File: src/rtl/a2d_pkg.sv
// Shared definitions for the A2D round scheduler: FSM state encoding,
// the fixed channel numbers and helpers that build SPI command words.
package a2d_pkg;

    // Scheduler states, one SPI request/readback pair per channel
    typedef enum logic [2:0] {
        IDLE  = 3'd0,
        REQ   = 3'd1,
        WAIT1 = 3'd2,
        GAP   = 3'd3,
        RDBK  = 3'd4,
        WAIT2 = 3'd5,
        STORE = 3'd6
    } state_t;

    // Physical A2D channel numbers in round order
    localparam logic [2:0] CH_LFT   = 3'd0;
    localparam logic [2:0] CH_RGHT  = 3'd4;
    localparam logic [2:0] CH_STEER = 3'd5;
    localparam logic [2:0] CH_BATT  = 3'd6;

    // Number of channels per round and the index of the last one
    localparam int         NUM_CH   = 4;
    localparam logic [1:0] LAST_IDX = 2'd3;

    // Map round position (0..3) onto the physical channel number
    function automatic logic [2:0] chan_of(input logic [1:0] idx);
        logic [2:0] ch;
        case (idx)
            2'd0:    ch = CH_LFT;
            2'd1:    ch = CH_RGHT;
            2'd2:    ch = CH_STEER;
            default: ch = CH_BATT;
        endcase
        return ch;
    endfunction

    // Command word: channel number in bits [13:11], everything else zero
    function automatic logic [15:0] cmd_of(input logic [2:0] ch);
        return {2'b00, ch, 11'h000};
    endfunction

endpackage

File: src/rtl/rnd_tmr.sv
// Free-running round period counter. tick is high for the single clock in
// which the counter sits at all ones, so one tick per 2^W clocks.
module rnd_tmr #(
    parameter int FAST_SIM = 1
) (
    input  logic clk,
    input  logic rst,
    output logic tick
);

    localparam int W = (FAST_SIM != 0) ? 10 : 20;

    logic [W-1:0] cnt;

    // Count continuously; wraps naturally from all ones back to zero
    always_ff @(posedge clk or posedge rst) begin
        if (rst) begin
            cnt <= '0;
        end else begin
            cnt <= cnt + 1'b1;
        end
    end

    assign tick = &cnt;

endmodule

File: src/rtl/a2d_sched.sv
// A2D round scheduler: once per period tick, converts lft_ld, rght_ld,
// steer_pot and batt in that order through an external SPI master, using a
// request transaction followed by a readback transaction per channel.
module a2d_sched
    import a2d_pkg::*;
#(
    parameter int FAST_SIM = 1
) (
    input  logic        clk,
    input  logic        rst,
    input  logic        done,
    input  logic [15:0] rd_data,
    output logic        wrt,
    output logic [15:0] cmd,
    output logic [11:0] lft_ld,
    output logic [11:0] rght_ld,
    output logic [11:0] steer_pot,
    output logic [11:0] batt,
    output logic        rnd_done
);

    state_t      state;
    logic [1:0]  idx;
    logic        pend;
    logic        tick;
    logic [11:0] sample;
    logic [11:0] conv [NUM_CH];

    // The converter returns a 12-bit result; the top nibble carries nothing
    logic unused_rd_bits;
    assign unused_rd_bits = ^rd_data[15:12];

    rnd_tmr #(
        .FAST_SIM (FAST_SIM)
    ) u_rnd_tmr (
        .clk  (clk),
        .rst  (rst),
        .tick (tick)
    );

    // Sequencing FSM; wrt/cmd/rnd_done are registered alongside the state
    // so wrt is high exactly in REQ and RDBK and cmd is stable for the pair
    always_ff @(posedge clk or posedge rst) begin
        if (rst) begin
            state    <= IDLE;
            idx      <= 2'd0;
            pend     <= 1'b0;
            wrt      <= 1'b0;
            cmd      <= 16'h0000;
            rnd_done <= 1'b0;
            sample   <= 12'h000;
        end else begin
            wrt      <= 1'b0;
            rnd_done <= 1'b0;
            // A tick arriving mid-round is remembered once; extras are lost
            if (tick && (state != IDLE)) begin
                pend <= 1'b1;
            end
            case (state)
                IDLE: begin
                    if (tick || pend) begin
                        state <= REQ;
                        wrt   <= 1'b1;
                        cmd   <= cmd_of(chan_of(idx));
                        pend  <= 1'b0;
                    end
                end
                REQ: begin
                    state <= WAIT1;
                end
                WAIT1: begin
                    if (done) begin
                        state <= GAP;
                    end
                end
                GAP: begin
                    state <= RDBK;
                    wrt   <= 1'b1;
                end
                RDBK: begin
                    state <= WAIT2;
                end
                WAIT2: begin
                    if (done) begin
                        state    <= STORE;
                        sample   <= rd_data[11:0];
                        rnd_done <= (idx == LAST_IDX);
                    end
                end
                STORE: begin
                    idx <= idx + 2'd1;
                    if (idx == LAST_IDX) begin
                        state <= IDLE;
                    end else begin
                        state <= REQ;
                        wrt   <= 1'b1;
                        cmd   <= cmd_of(chan_of(idx + 2'd1));
                    end
                end
                default: begin
                    state <= IDLE;
                end
            endcase
        end
    end

    // One result register per channel, written only in its own STORE cycle
    for (genvar gi = 0; gi < NUM_CH; gi++) begin : g_conv
        always_ff @(posedge clk or posedge rst) begin
            if (rst) begin
                conv[gi] <= 12'h000;
            end else if ((state == STORE) && (idx == 2'(gi))) begin
                conv[gi] <= sample;
            end
        end
    end

    assign lft_ld    = conv[0];
    assign rght_ld   = conv[1];
    assign steer_pot = conv[2];
    assign batt      = conv[3];

endmodule

File: config.mk
export PLATFORM = sky130hd
export DESIGN_NAME = a2d_sched
export DESIGN_NICKNAME = d
export VERILOG_FILES = /design/src/rtl/a2d_pkg.sv /design/src/rtl/rnd_tmr.sv /design/src/rtl/a2d_sched.sv
export SDC_FILE = /design/constraint.sdc
export NUM_CORES = 1
export LEC_CHECK = 0
export BUFFER_PORTS_ARGS = -buffer_cell sky130_fd_sc_hd__buf_2
export CORE_MARGIN = 2
export CORE_UTILIZATION = 35
export DETAILED_ROUTE_END_ITERATION = 8
export MAX_ROUTING_LAYER = met4
export PLACE_DENSITY_LB_ADDON = 0.15
export SLEW_MARGIN = 20
export SYNTH_ARGS = -nofsm -noshare
export SYNTH_HDL_FRONTEND = slang
export SYNTH_SLANG_ARGS = --single-unit
File: constraint.sdc
create_clock -name clk -period 8.43 [get_ports clk]
set_clock_uncertainty 0.2 [all_clocks]
set_input_delay 1.686 -clock clk [delete_from_list [all_inputs] [get_ports clk]]
set_output_delay 1.686 -clock clk [all_outputs]
set_load 0.02 [all_outputs]
==> run metrics <==
count of final setup violators 0; wire length per cell 15.1 um; chip width 105 um; most common library cell in the layout ignoring fill and taps sky130_fd_sc_hd__dfrtp_1; maximum clock rate 357 MHz; number of violations of the max-capacitance limit 0; HPWL reported at the end of detailed placement 4.41 mm; number of core rows 36; RSZ-0062 raised after global routing false; Root Buffer Master sky130_fd_sc_hd__clkbuf_8; count of H-tree levels built during CTS 3; # resized after CTS 0; endpoint required time on the critical path 6.54 ns; maximum fanout along the worst path 2; endpoint type of the worst setup path output port; source-to-sink clock delay at the later pin of the worst-skew pair 0.34 ns; cell count of the worst reg-to-reg path 3; power density normalized to cell area 361 mW/mm^2; Final Max Slew Viols 0; area enclosed by the die boundary 0.0110 mm^2; number of distinct library cells after synthesis 30; via count of the routed design 2027; Cell Count Post-Placement 433; total length of routed wires 6.77 mm; worst slew pin tran 0.743 ns; number of violations reported at the end of detailed-routing iteration 0 72; synthesis-to-layout area growth 16.9%; post-layout minimum cycle time 2.80 ns; area of the mapped netlist 0.00357 mm^2; setup fix buffers added after clock tree synthesis 0; max-slew headroom at the worst pin 50.5%; Worst VDD drop 0.153 mV; number of nets still failing antenna checks after routing 0; internal portion of total power 0.966 mW; Sw Ratio 35.9%; ratio of cells with drive above 1 in the final layout 47.5%; vias in the first global route 2066; worst hold path class reg -> reg; synthesized area divided by synthesized cell count between 10 and 15 um^2; residual overflow from global routing 0; sort of element at the start of the critical path flip-flop; post-route DRC violation count 0; WP buf/inv 1; total number of yosys warnings 0; average vias per placed instance 4.51; result of the run complete, no violations; quantity of hold-fixing buffers added after cts 0; Slowest Stage Delay on Critical Path 0.40 ns; maximum number of buffers from clock root to sink 2; CTS tree yes; class of the most critical setup path reg -> out; first-pass GRT wire length 11.3 mm; critical path depth 1; Fin. Hold Viols 0; All-Layer GR Usage 13.5%; final std cells w/o fill 449; I/O Buffers 67; Arr. time, crit path 0.92 ns; sequential-to-total area share from yosys stat 56.8%; Clock Sinks roughly 80; combinational share of power 35.7%; drt first pass iters 4; CTS clk-pin slew, worst paths 0.09 ns; top library cells by usage in the layout, fill and taps aside sky130_fd_sc_hd__dfrtp_1, sky130_fd_sc_hd__buf_2, sky130_fd_sc_hd__mux2_4, sky130_fd_sc_hd__mux2_2, sky130_fd_sc_hd__conb_1; post-layout util 42.5%; clock network fraction of design power 21.4%; number of buffers created by CTS 9; register bit count reported by yosys 81; number of top-level pins between 80 and 90; Post-Syn Instances 242; leakage dissipation 2.28 nW; cell with the biggest individual delay on the critical path sky130_fd_sc_hd__dfrtp_1; antenna diode count 0; cell type with the highest aggregate area in the netlist sky130_fd_sc_hd__dfrtp_1; final period utilization ~33%; net switching component of the power 0.540 mW; cell types with the largest area share after synthesis sky130_fd_sc_hd__dfrtp_1, sky130_fd_sc_hd__mux2_4, sky130_fd_sc_hd__mux2_2; initial core utilization 36.4%; Final Total Pwr 1.51 mW; number of antenna violations at the first check in global routing 0; cell-by-cell listing of the critical path buf_2; Largest delay share family, worst path flip-flops; cell depth of the worst hold path 1; core region area 0.00982 mm^2; number of nets in the layout 338; Fillers approximately 970; routability congestion estimate from global placement 0.759; maximum number of pins on one net before global-route repair 82; sequential share of power 42.9%; vertical die dimension 105 um; total negative slack 0 ns; post-synth top area share 56.8%
-- sequential cells by signal, indices dropped and copies added, names as in the netlist --
register	flops
steer_pot	12
state	3
lft_ld	12
rnd_done	1
cmd	3
batt	12
idx	2
u_rnd_tmr.cnt	10
sample	12
wrt	1
rght_ld	12
pend	1
-- stage by stage --
step	instance area, um^2	setup WS (ns)	hold WS, ns
floorplan	3610	4.46	0.223
global placement	3940	5.25	0.244
detailed placement	3940	5.26	0.244
CTS	4170	5.59	0.256
global route	4170	5.52	0.295
finish	4170	5.63	0.255
-- power groups by stage --
stage | combinational, mW | sequential, mW | clock [mW]
after global routing | 0.579 | 0.670 | 0.351
final | 0.537 | 0.646 | 0.322
after CTS | 0.546 | 0.648 | 0.333
after floorplan | 0.296 | 0.749 | 0
after detailed placement | 0.544 | 0.655 | 0
after global placement | 0.539 | 0.652 | 0
-- cells by family (layout without fill, tap and decap cells) --
kind of cell | count (synthesis) | in the layout | share of synthesized area [%]
other cells | 1 | 13 | 0.105
simple gates | 39 | 39 | 6.20
compound gates | 13 | 13 | 2.21
buf+inv | 28 | 90 | 5.75
xor+xnor | 10 | 10 | 2.45
flops | 81 | 81 | 56.8
fa+ha+maj | 8 | 8 | 2.80
mux | 62 | 62 | 23.7
-- final timing paths --
kind | slack (ns) | to | startpoint
max | 5.63 | rght_ld[0] | rght_ld[0]$_DFFE_PP0P_
min | 0.26 | u_rnd_tmr.cnt[0]$_DFF_PP0_ | u_rnd_tmr.cnt[0]$_DFF_PP0_
max reg2reg | 6.31 | lft_ld[11]$_DFFE_PP0P_ | state[1]$_DFFE_PP0P_
min reg2reg | 0.26 | u_rnd_tmr.cnt[0]$_DFF_PP0_ | u_rnd_tmr.cnt[0]$_DFF_PP0_
max in group asynchronous | 6.20 | batt[8]$_DFFE_PP0P_ | rst
min in group asynchronous | 1.31 | lft_ld[4]$_DFFE_PP0P_ | rst
-- synthesized netlist by cell type --
master / n
sky130_fd_sc_hd__a211oi_1: 2
sky130_fd_sc_hd__a21oi_1: 6
sky130_fd_sc_hd__a311oi_1: 1
sky130_fd_sc_hd__a31oi_1: 1
sky130_fd_sc_hd__and3b_1: 1
sky130_fd_sc_hd__and4_1: 3
sky130_fd_sc_hd__buf_2: 2
sky130_fd_sc_hd__buf_4: 14
sky130_fd_sc_hd__buf_6: 6
sky130_fd_sc_hd__conb_1: 1
sky130_fd_sc_hd__dfrtp_1: 81
sky130_fd_sc_hd__ha_1: 8
sky130_fd_sc_hd__inv_1: 6
sky130_fd_sc_hd__mux2_2: 20
sky130_fd_sc_hd__mux2_4: 40
sky130_fd_sc_hd__mux2i_1: 2
sky130_fd_sc_hd__nand2_1: 9
sky130_fd_sc_hd__nand2_4: 4
sky130_fd_sc_hd__nand3_1: 3
sky130_fd_sc_hd__nand3b_1: 1
sky130_fd_sc_hd__nand4_1: 2
sky130_fd_sc_hd__nor2_1: 11
sky130_fd_sc_hd__nor3_1: 3
sky130_fd_sc_hd__nor3_2: 1
sky130_fd_sc_hd__o21ai_0: 1
sky130_fd_sc_hd__o22ai_1: 1
sky130_fd_sc_hd__o31ai_1: 1
sky130_fd_sc_hd__or3_1: 1
sky130_fd_sc_hd__xnor2_1: 7
sky130_fd_sc_hd__xor2_1: 3
-- metal layers --
layer  track usage [%]  routed length (um)  vias to the layer above
met3              4.43                 305                        4
met1              18.1                3240                     1029
met2              19.6                3170                       49
met4              3.71                  48                        0
li1                  -                   -                      945
met5                 -                   0                        -
-- area by class of cell --
class                           instances  area (um^2)  area share (%)
Timing Repair Buffer                   68          347            8.30
Clock inverter                          6         90.1            2.16
Multi-Input combinational cell        145         1380            33.1
Tap cell                              133          166            3.99
Inverter                                6         23.8           0.570
Sequential cell                        81         2030            48.6
Clock buffer                           10          138            3.30
(Power assumes the default switching activity.)
